### config.mk
export PLATFORM = sky130hd
export DESIGN_NAME = spin_readout
export DESIGN_NICKNAME = d
export VERILOG_FILES = /design/src/rtl/ising_readout_pkg.sv /design/src/rtl/bit_sync.sv /design/src/rtl/spin_readout.sv
export SDC_FILE = /design/constraint.sdc
export NUM_CORES = 1
export LEC_CHECK = 0
export CAP_MARGIN = 10
export CORE_MARGIN = 2
export CORE_UTILIZATION = 32
export CTS_CLUSTER_DIAMETER = 60
export DETAILED_ROUTE_END_ITERATION = 10
export SETUP_SLACK_MARGIN = 0.5
export SYNTH_ARGS = -nofsm -noshare
export SYNTH_HDL_FRONTEND = slang
export SYNTH_SLANG_ARGS = --single-unit
### constraint.sdc
create_clock -name clk -period 2.5 [get_ports clk]
set_clock_uncertainty 0.1 [all_clocks]
set_input_delay 0.5 -clock clk [delete_from_list [all_inputs] [get_ports clk]]
set_output_delay 0.5 -clock clk [all_outputs]
set_load 0.05 [all_outputs]
### src/rtl/ising_readout_pkg.sv
// ---------------------------------------------------------------------------
// ising_readout_pkg
//   Shared definitions for the spin readout block: the FSM state encoding and
//   default values for the counter width and synchroniser depth.
//   No ports (package).
// ---------------------------------------------------------------------------
package ising_readout_pkg;

  localparam int DEFAULT_CNT_W       = 10;
  localparam int DEFAULT_SYNC_STAGES = 2;

  typedef enum logic [2:0] {
    ST_IDLE   = 3'd0,
    ST_SETTLE = 3'd1,
    ST_SAMPLE = 3'd2,
    ST_DECIDE = 3'd3,
    ST_DONE   = 3'd4
  } state_e;

endpackage

### src/rtl/bit_sync.sv
// ---------------------------------------------------------------------------
// bit_sync
//   Single-bit flop-chain synchroniser for one asynchronous oscillator tap.
//   The chain is cleared synchronously while rst_n is low.
//
//   Parameters:
//     STAGES  chain depth (minimum 2)
//   Ports:
//     clk     sole clock
//     rst_n   synchronous active-low clear
//     d_i     asynchronous input bit
//     q_o     synchronised output bit (last chain stage)
// ---------------------------------------------------------------------------
module bit_sync
  import ising_readout_pkg::*;
#(
  parameter int STAGES = DEFAULT_SYNC_STAGES
) (
  input  logic clk,
  input  logic rst_n,
  input  logic d_i,
  output logic q_o
);

  logic [STAGES-1:0] chain_q;

  always_ff @(posedge clk) begin
    if (!rst_n) begin
      chain_q <= '0;
    end else begin
      chain_q <= {chain_q[STAGES-2:0], d_i};
    end
  end

  assign q_o = chain_q[STAGES-1];

endmodule

### src/rtl/spin_readout.sv
// ---------------------------------------------------------------------------
// spin_readout
//   Resolves N asynchronous oscillator taps into a binary spin vector. Each
//   oscillator is compared against oscillator 0 (the reference) over a
//   programmable sample window; an oscillator that disagrees with the
//   reference in more than half of the samples is reported as spin 1.
//
//   Optional feature macro: SPIN_READOUT_COUNTS_EN
//     When defined, the raw per-oscillator mismatch counts are also published
//     on mm_counts (slice i = count for oscillator i), latched with spins.
//
//   Parameters:
//     N            number of oscillators/spins (minimum 2)
//     CNT_W        sample window and mismatch counter width
//     SYNC_STAGES  synchroniser depth per tap (minimum 2)
//   Ports:
//     clk          sole clock
//     rst_n        synchronous active-low reset
//     start        run request, only honoured in IDLE
//     window       number of sample cycles, latched on start (0 means 1)
//     osc          raw oscillator taps, asynchronous to clk
//     busy         high while a run is in SETTLE/SAMPLE/DECIDE
//     done         one-cycle pulse when spins has been updated
//     spins_valid  high while spins holds a completed run's result
//     spins        resolved spin vector, bit 0 always 0
//     mm_counts    (SPIN_READOUT_COUNTS_EN only) latched mismatch counts
// ---------------------------------------------------------------------------
module spin_readout
  import ising_readout_pkg::*;
#(
  parameter int N           = 8,
  parameter int CNT_W       = DEFAULT_CNT_W,
  parameter int SYNC_STAGES = DEFAULT_SYNC_STAGES
) (
  input  logic               clk,
  input  logic               rst_n,
  input  logic               start,
  input  logic [CNT_W-1:0]   window,
  input  logic [N-1:0]       osc,
  output logic               busy,
  output logic               done,
  output logic               spins_valid,
`ifdef SPIN_READOUT_COUNTS_EN
  output logic [N*CNT_W-1:0] mm_counts,
`endif
  output logic [N-1:0]       spins
);

  localparam logic [CNT_W-1:0] ONE         = CNT_W'(1);
  localparam logic [CNT_W-1:0] SETTLE_LAST = CNT_W'(SYNC_STAGES - 1);

  state_e             state_q;
  logic [CNT_W-1:0]   win_q;
  logic [CNT_W-1:0]   cnt_q;
  logic [CNT_W-1:0]   mm_q [N];
  logic [CNT_W-1:0]   mm_d [N];
  logic               busy_q;
  logic               done_q;
  logic               valid_q;
  logic [N-1:0]       spins_q;
  logic [N-1:0]       spins_d;
  logic [N-1:0]       s;
  logic [N-1:0]       diff;
`ifdef SPIN_READOUT_COUNTS_EN
  logic [N*CNT_W-1:0] mm_counts_q;
`endif

  for (genvar g = 0; g < N; g++) begin : g_sync
    bit_sync #(
      .STAGES (SYNC_STAGES)
    ) u_sync (
      .clk   (clk),
      .rst_n (rst_n),
      .d_i   (osc[g]),
      .q_o   (s[g])
    );
  end

  // Phase disagreement with the reference; bit 0 is zero by construction.
  assign diff = s ^ {N{s[0]}};

  // Incremented mismatch counts and the majority decision. Doubling the count
  // (one extra bit) turns "more than half the window" into a plain compare;
  // an exact tie resolves to 0.
  always_comb begin
    for (int i = 0; i < N; i++) begin
      mm_d[i]    = mm_q[i] + CNT_W'(diff[i]);
      spins_d[i] = ({mm_q[i], 1'b0} > {1'b0, win_q});
    end
    spins_d[0] = 1'b0;
  end

  // Run sequencer. cnt_q is reused as the SETTLE and SAMPLE cycle counter.
  always_ff @(posedge clk) begin
    if (!rst_n) begin
      state_q <= ST_IDLE;
      win_q   <= '0;
      cnt_q   <= '0;
      for (int i = 0; i < N; i++) begin
        mm_q[i] <= '0;
      end
      busy_q  <= 1'b0;
      done_q  <= 1'b0;
      valid_q <= 1'b0;
      spins_q <= '0;
`ifdef SPIN_READOUT_COUNTS_EN
      mm_counts_q <= '0;
`endif
    end else begin
      done_q <= 1'b0;
      case (state_q)
        ST_IDLE: begin
          if (start) begin
            win_q <= (window == '0) ? ONE : window;
            cnt_q <= '0;
            for (int i = 0; i < N; i++) begin
              mm_q[i] <= '0;
            end
            valid_q <= 1'b0;
            busy_q  <= 1'b1;
            state_q <= ST_SETTLE;
          end
        end

        ST_SETTLE: begin
          if (cnt_q == SETTLE_LAST) begin
            cnt_q   <= '0;
            state_q <= ST_SAMPLE;
          end else begin
            cnt_q <= cnt_q + ONE;
          end
        end

        ST_SAMPLE: begin
          for (int i = 0; i < N; i++) begin
            mm_q[i] <= mm_d[i];
          end
          if (cnt_q == win_q - ONE) begin
            cnt_q   <= '0;
            state_q <= ST_DECIDE;
          end else begin
            cnt_q <= cnt_q + ONE;
          end
        end

        ST_DECIDE: begin
          spins_q <= spins_d;
`ifdef SPIN_READOUT_COUNTS_EN
          for (int i = 0; i < N; i++) begin
            mm_counts_q[i*CNT_W +: CNT_W] <= mm_q[i];
          end
`endif
          busy_q  <= 1'b0;
          done_q  <= 1'b1;
          valid_q <= 1'b1;
          state_q <= ST_DONE;
        end

        ST_DONE: begin
          state_q <= ST_IDLE;
        end

        default: begin
          busy_q  <= 1'b0;
          state_q <= ST_IDLE;
        end
      endcase
    end
  end

  assign busy        = busy_q;
  assign done        = done_q;
  assign spins_valid = valid_q;
  assign spins       = spins_q;
`ifdef SPIN_READOUT_COUNTS_EN
  assign mm_counts   = mm_counts_q;
`endif

endmodule

After elaboration in Yosys (flattened, before gate mapping)
Memory sizes are Yosys's and may differ from the RTL's. Cells that the tools add are included.

Register bits: 49. Latch bits: 0. RAM bits: 80. ROM bits: 0. Input bits: 21. Output and inout port bits: 11. Logic and storage cells: 108. Memories kept: 1.

$add $sub $neg: 10. Multipliers: 0. Div/mod/pow operators: 0. Order comparisons: 7. Equality and inequality tests: 9. Shift operators: 0. Muxes and demuxes: 38. Bitwise logic cells: 18. Reduce and logical (&&, ||, !) cells: 10.

Memories: mm_q (depth 8, bits a word 10, rd ports 8, clocked after memory_dff 0, wr ports 8, RTL line spin_readout.sv:55) `logic [CNT_W-1:0] mm_q [N];`.

Operator list (number): 10-bit 2-to-1 mux (20); 10-bit by 1-bit adder with 10-bit output (8); 11-bit by 10-bit greater-than comparator with 1-bit output (7); 10-bit case mux with 3 select lines (1); 1-bit bitwise OR (16); 3-bit case mux with 4 select lines (1); 1-bit 2-to-1 mux (11); 10-bit by 1-bit adder with 10-bit output (second input constant) (1); 10-bit by 1-bit equality test with 1-bit output (second input constant) (1); 10-bit equality test (1); 10-bit logical NOT (1); 10-bit by 1-bit subtractor with 10-bit output (second input constant) (1); 3-bit 2-to-1 mux (3); 2-bit AND reduction (4); 8-bit XOR (1); 3-bit by 2-bit equality test with 1-bit output (second input constant) (2); 2-bit != test (second input constant) (3); 1-bit case mux with 2 select lines (2); 3-bit by 1-bit equality test with 1-bit output (second input constant) (1); 3-bit equality test (second input constant) (1); 3-bit logical NOT (1); 3-bit AND reduction (1); 3-bit nonzero test (1); 3-bit OR reduction (1); other kinds (2) (2).

Depth between registers and ports, before layout
Gate-level depths: netlist of the first run.

Depth after elaboration: 6. Depth in mapped cells: 11. Depth with buffers taken out: 9.

Modules after synthesis
From an unflattened synthesis of the first run, not the netlist that was laid out.

Cell total of the unflattened synthesis: 725. Area, all modules: 7138.1 µm².

Modules (own cells, without submodules): spin_readout (instances 1, cells each 693, area an instance 6717.7 µm², sequential area each 2762.6 µm²); bit_sync (instances 8, cells each 4, area an instance 52.6 µm², sequential area each 40.0 µm²).

Worst setup path before layout of the first run
No wires, ideal clock.

Path type: register to register. From: register win_q[0]. To: register cnt_q[9]. Library setup time: 0.117 ns. Arrival: 2.345 ns. Required time: 2.283 ns. Slack: -0.062 ns. Stages on the path, launching flop included: 12. Buffers on the path: 2. Clock period less this slack: 2.562 ns. Cells stage by stage: dfxtp_1 > clkbuf_1 > inv_1 > ha_1 > nor2b_1 > or3_1 > a31oi_1 > o211ai_2 > o31a_4 > buf_6 > a21oi_2 > o2bb2ai_1.

Cells in the longest elaborated chain, start to end: 4.

RTL lines: start, declared (RTL line spin_readout.sv:53) `logic [CNT_W-1:0] win_q;`; start signal, assigned (RTL line spin_readout.sv:114) `win_q <= (window == '0) ? ONE : window;`; 10-bit by 1-bit subtractor with 10-bit output (RTL line spin_readout.sv:138) `if (cnt_q == win_q - ONE) begin`; 10-bit equality test (RTL line spin_readout.sv:138); 10-bit 2-to-1 mux (RTL line spin_readout.sv:138); 10-bit case mux with 3 select lines (RTL line spin_readout.sv:111) `case (state_q)`; end signal, assigned (RTL line spin_readout.sv:130) `cnt_q <= cnt_q + ONE;`; end signal, assigned (RTL line spin_readout.sv:142) `cnt_q <= cnt_q + ONE;`; end, declared (RTL line spin_readout.sv:54) `logic [CNT_W-1:0] cnt_q;`.

No other way between the ends. A chain may end at the register's enable or synchronous reset.

Worst setup path after layout of the first run
From: register win_q[0]. To: register cnt_q[2].

The elaborated chain is that of the path after synthesis.

==> results of run 1 <==
placed cells by master (no fill, tap or decap), drive strengths merged, types with 32 or more instances in the layout:
cell and instances:
nand3 49, nor2 60, ha 80, dfxtp 49, o21ai 34, edfxtp 70
nand2 60, xor2 44, and2 32, buf 46
metrics by stage:
stage          cell area, µm²  setup TNS (ns)  cells  total power [mW]
3_5_place_dp             8080         -0.0881   1063              4.23
3_3_place_gp             8080        -0.00260   1063              4.20
6_report                 9370         -0.0389   1116              6.89
2_1_floorplan            7300               0    750              3.72
5_1_grt                  9370          -0.783   1116              7.29
4_1_cts                  9040         -0.0654   1113              6.77
logic make-up (layout without fill, tap and decap cells):
family          Yosys count  in the layout
fa+ha+maj                80             80
compound gates          125            125
simple gates            308            308
xor+xnor                 62             62
buf+inv                  55            136
flops                   119            119
other cells               1              1
where the power goes:
part,internal (mW),switching [mW]
sequential,2.35,0.295
combinational,0.869,0.999
clock,1.43,0.953
per-layer routing:
metal | part of all wire (%) | GRT usage, % | vias up
met4 | 2.5 | 5.16 | 0
met2 | 46 | 24.6 | 105
met5 | 0 | 0 | -
met1 | 47 | 20.1 | 2706
li1 | - | - | 2848
met3 | 4.5 | 4.18 | 31
sequential cells by signal, indices dropped and copies added, names as in the netlist:
register and count:
spins_valid 1, done 1, g_sync.u_sync.chain_q 16, busy 1, mm_q 70, state_q 3, win_q 10, cnt_q 10
spins 7
worst max-delay path by stage:
stage                to  slack (ns)
4_1_cts        cnt_q[2]       -0.03
5_1_grt        cnt_q[6]       -0.13
3_3_place_gp   cnt_q[2]      -0.003
2_1_floorplan  cnt_q[9]        0.03
3_5_place_dp   cnt_q[2]       -0.03
6_report       cnt_q[2]       -0.02
repair_timing:
item / in CTS / in global routing
resized for setup: 51 / 62
pin swaps: 22 / 27
cloned: 0 / 0
setup endpoints to repair: 36 / 34
buffers inserted: 18 / 3
area by class of cell:
cell class | instances | area [µm²] | area share (%)
clock inverters | 14 | 121 | 1.30
multi-input cells | 576 | 4480 | 47.8
well taps | 285 | 357 | 3.81
inverters | 29 | 128 | 1.36
flip-flops and latches | 119 | 3090 | 33.0
clock buffers | 18 | 450 | 4.81
repair buffers | 75 | 742 | 7.92
==> impl_results.md, run 1 <==
- Outcome: complete, but fails checks
- Failing checks: setup timing
- Hold buffers post-CTS: 0
- Largest net degree at the start of global routing: 57
- Setup violations, final: 5
- RSZ-0062 raised after global routing: yes
- Worst EP required: 2.71 ns
- Util after Layout: 41.6%
- Minimum clock period: 2.52 ns
- Post-synth EDFFs: 70
- DPL Wire Length: 11600 µm
- Pwr dens: 736 nW/µm²
- GPL Wtd Cong: 0.814
- Critical path class: reg2reg
- Place WS: -0.0339 ns
- Area Growth Syn to Fin: 28.5%
- Area contributors post-synth: edfxtp_1 (29%), ha_1 (14%), dfxtp_1 (13%), xor2_1 (5.3%), nand3_1 (3.4%)
- Top FF cell, synth: edfxtp_1
- N_diodes: 0
- Die H: 155 µm
- Seq cells post-synth: 119
- Most numerous cell in the Yosys netlist: ha_1
- DR pass1 iterations: 5
- Worst hold stages: 1
- Overall Global Routing Usage: 15.4%
- Number of port buffers: 30
- Startpoint Class: flip-flop
- CP startpoint: win_q[0]
- Critical path fanouts, max: 16
- Register area share after synthesis: 42.3%
- Latest clock arrival within the worst-skew pair: 0.42 ns
- Post-Syn Instances: 750
- Worst path arrival time: 2.73 ns
- Vias per std cell: 5.10
- TritonCTS clock tree: done
- Drc violations: 0
- Remaining antenna violation count after routing: 0
- Initial antenna violation count: 0
- I/O Pins: 32
- Worst Hold Path EP: g_sync[0].u_sync.chain_q[1]
- R2R depth: 7
- Post-synth top cells: ha_1 (80), edfxtp_1 (70), nand2_1 (60), nor2_1 (60)
- Syn Area/Cell: 9.72 µm²
- Clock sinks: 119
- Via count: 5690
- PnR worst setup slack: -0.0192 ns
- Fraction of final layout cells sized beyond drive strength 1: 18.8%
- Total of max-cap violations: 0
- Nets: 919
- Max VDD drop: 0.455 mV
- Worst Hold Class: reg2reg
- Clock tree buffer depth: 2
- CTS clk-pin slew, worst paths: 0.06 ns
- Reg2Reg Launch Point: win_q[0]
- GR Overflow Total: 0
- Post-Synth Adder-Cell Area: 13.7%
- 1st-iter DRT viols: 353
- Die span in x: 155 µm
- Die area: 24000 µm²
- Simple-gate area share of the yosys netlist: 22.0%
- Critical-path top delay cell: or4_4
- Worst path top cell family by delay: compound AO/OA/AOI/OAI gates
- Yosys top cell area share: 28.8%
- Drt wl/cell: 15.9 µm
- Worst hold slack: 0.332 ns
- Post-Synthesis Net Count: 851
- Cell Chain, Critical Path: or4_4 -> or3_4 -> a2111oi_4 -> o211ai_2 -> o31a_4 -> a21oi_1 -> o21ai_1
- LEAKAGE: 3.60 nW
- First-pass GRT wire length: 29000 µm
- CTS Root Cell: clkbuf_16
- Reg2reg setup slack: -0.02 ns
- Period utilization: 101%
- Fmax: 0.397 GHz
- Peak per-stage delay on the critical path: 0.52 ns
- Num CTS Buffers: 17
- Post-Syn Area: 7290 µm²
- Hold Fails Final Rpt: 0
- Number of global-route vias before repair: 5641
- Critical Path Stages: 7
- Synth Area in Compound Gates: 11.5%
- Reg2reg end: cnt_q[2]
- FFs w/ async S/R, synth: 0%
- Worst Path Buf+Inv: 0
- Total Wirelength: 17800 µm
- Post-synthesis xor/xnor area fraction: 7.45%
- Standard-cell rows: 55
- Slew Limit Fails: 0
- Main combinational cell family by area after synthesis: simple AND/OR/NAND/NOR gates
- CP endpoint kind: flip-flop
- Hold Startpoint: g_sync[0].u_sync.chain_q[0]
- Slew of the pin with the lowest slew margin: 0.596 ns
- Post-synthesis cell type count: 54
- Initial Util: 32.4%
- Synth warnings: 0
- Synth area leader: edfxtp_1
- Mux share of post-synthesis cell area: 0%
- Core ar.: 22500 µm²
- # fillers: 2137
- Htree depth: 4
- Max_slew headroom: 60.1%
Note: power is estimated with default switching activity, not from simulation.
==> inputs of run 2 (changes only) <==
--- a/config.mk
+++ b/config.mk
@@ -5,12 +5,14 @@
 export SDC_FILE = /design/constraint.sdc
 export NUM_CORES = 1
 export LEC_CHECK = 0
+export ABC_CLOCK_PERIOD_IN_PS = 2500
 export CAP_MARGIN = 10
 export CORE_MARGIN = 2
 export CORE_UTILIZATION = 32
 export CTS_CLUSTER_DIAMETER = 60
 export DETAILED_ROUTE_END_ITERATION = 10
 export SETUP_SLACK_MARGIN = 0.5
+export SKIP_LAST_GASP = 1
 export SYNTH_ARGS = -nofsm -noshare
 export SYNTH_HDL_FRONTEND = slang
 export SYNTH_SLANG_ARGS = --single-unit
==> impl_results.md, run 2 (synthesis results as in run 1) <==
- Pwr dens: 739 nW/µm²
- Number of global-route vias before repair: 5639
- DPL Wire Length: 11600 µm
- Met3 WL: 832 µm
- Worst Hold Path EP: g_sync[7].u_sync.chain_q[1]
- WL met1: 8350 µm
- Total of max-cap violations: 0
- Setup violations, final: 6
- Clock sinks: 119
- TritonCTS clock tree: done
- Largest net degree at the start of global routing: 57
- Placed Cells: 1063
- Nets: 916
- Worst path arrival time: 2.74 ns
- Hold Fails Final Rpt: 0
- Initial Util: 32.4%
- Worst EP required: 2.71 ns
- GR Overflow Total: 0
- Number of port buffers: 30
- Worst Hold Class: reg2reg
- LEAKAGE: 3.57 nW
- Minimum clock period: 2.53 ns
- Die H: 155 µm
- Most frequent cells in the layout: edfxtp_1 (70), ha_1 (60), nand2_1 (59)
- CTS clk-pin slew, worst paths: 0.06 ns
- Largest regs: mm_q x70, g_sync.u_sync.chain_q x16
- R2R depth: 7
- Die span in x: 155 µm
- Die area: 24000 µm²
- Standard-cell rows: 55
- Critical path class: reg2reg
- Fmax: 0.395 GHz
- Latest clock arrival within the worst-skew pair: 0.42 ns
- 1st-iter DRT viols: 299
- Design area: 9230 µm²
- Total length of routed met2 wires: 8190 µm
- First-pass GRT wire length: 28900 µm
- I/O Pins: 32
- N_diodes: 0
- Via count: 5650
- Initial antenna violation count: 0
- Post-DP Area: 8080 µm²
- Slew Limit Fails: 0
- Most common cell after layout, fill and taps aside: edfxtp_1
- Worst path top cell family by delay: compound AO/OA/AOI/OAI gates
- Post-Layout Cell Count: 1113
- Area Growth Syn to Fin: 26.6%
- Vias per std cell: 5.08
- Reg2reg end: cnt_q[2]
- DR pass1 iterations: 4
- GPL Wtd Cong: 0.814
- Period utilization: 101%
- Core ar.: 22500 µm²
- CP endpoint kind: flip-flop
- Max reg flops: 70
- Worst hold stages: 1
- Reg2Reg Launch Point: win_q[0]
- Critical path fanouts, max: 16
- Startpoint Class: flip-flop
- Drc violations: 0
- Critical-path top delay cell: or4_4
- Peak per-stage delay on the critical path: 0.52 ns
- Hold buffers post-CTS: 0
- Reg2reg setup slack: -0.03 ns
- RSZ-0062 raised after global routing: yes
- Outcome: complete, but fails checks
- Worst Path Buf+Inv: 0
- Total Wirelength: 17700 µm
- Remaining antenna violation count after routing: 0
- Num CTS Buffers: 17
- Drt wl/cell: 15.9 µm
- Clock tree buffer depth: 2
- Cell Chain, Critical Path: or4_4 -> or3_4 -> a2111oi_4 -> o211ai_2 -> o31a_4 -> a21oi_1 -> o21ai_1
- CTS Root Cell: clkbuf_16
- # fillers: 2153
- Top routing layer used: met4
- Max_slew headroom: 60.9%
- Overall power: 6.82 mW
- Max VDD drop: 0.451 mV
- Largest register by flop count: mm_q
- Slew of the pin with the lowest slew margin: 0.582 ns
- Htree depth: 4
- Fraction of final layout cells sized beyond drive strength 1: 16.9%
- Hold Startpoint: g_sync[7].u_sync.chain_q[0]
- Overall Global Routing Usage: 15.3%
- PnR worst setup slack: -0.0342 ns
- Failing checks: setup timing
## run 2: where the power goes
part,total [mW],internal [mW],switching [mW]
logic,1.80,0.828,0.975
clock network,2.38,1.43,0.955
registers,2.64,2.35,0.290
## run 2: per-layer routing
metal | GRT usage [%] | vias up
li1 | - | 2843
met1 | 20.0 | 2681
met2 | 24.6 | 102
met3 | 4.21 | 24
met4 | 5.11 | 0
met5 | 0 | -
## run 2: worst max-delay path by stage
stage | start | to | slack, ns | cells after the start
6_report | win_q[0] | cnt_q[2] | -0.03 | 7
5_1_grt | win_q[0] | cnt_q[6] | -0.13 | 7
4_1_cts | win_q[0] | cnt_q[2] | -0.03 | 7
3_5_place_dp | win_q[0] | cnt_q[2] | -0.03 | 7
3_3_place_gp | win_q[0] | cnt_q[2] | -0.003 | 7
2_1_floorplan | win_q[1] | cnt_q[9] | 0.03 | 8
## run 2: per-stage QoR
stage          setup slack [ns]  setup TNS (ns)  hold WS (ns)  utilization [%]
2_1_floorplan            0.0296               0         0.312                -
3_3_place_gp           -0.00260        -0.00260         0.313             35.9
3_5_place_dp            -0.0339         -0.0881         0.322             35.9
4_1_cts                 -0.0293         -0.0654         0.336             40.0
5_1_grt                  -0.133          -0.783         0.346             41.0
6_report                -0.0342         -0.0833         0.332             41.0
## run 2: timing repair
| action | 4_1_cts | 5_1_grt |
|---|---|---|
| endpoints found under the hold margin | 0 | 0 |
| buffers inserted | 18 | 0 |
| cloned | 0 | 0 |
| endpoints found under the setup margin | 36 | 34 |
| pin swaps | 19 | 24 |
| gates resized for setup | 45 | 48 |
## run 2: cell type report
cell class | instances | area [µm²] | share of cell area [%]
multi-input cells | 576 | 4370 | 47.4
well taps | 285 | 357 | 3.86
inverters | 29 | 128 | 1.38
clock buffers | 18 | 450 | 4.88
flip-flops and latches | 119 | 3090 | 33.5
clock inverters | 14 | 121 | 1.31
repair buffers | 72 | 712 | 7.71
## run 2: worst reg2reg max path: cells and delay by family (launching register included)
family	cells	cell delay (ns)
AOI/OAI and AO/OA	5	1.12
and+or+nand+nor	2	0.87
DFF	1	0.31
==> inputs of run 3 (changes only) <==
--- a/config.mk
+++ b/config.mk
@@ -12,7 +12,6 @@
 export CTS_CLUSTER_DIAMETER = 60
 export DETAILED_ROUTE_END_ITERATION = 10
 export SETUP_SLACK_MARGIN = 0.5
-export SKIP_LAST_GASP = 1
 export SYNTH_ARGS = -nofsm -noshare
 export SYNTH_HDL_FRONTEND = slang
 export SYNTH_SLANG_ARGS = --single-unit
==> results of run 3 <==
Final layout, timing and power as in run 1 (identical DEF).
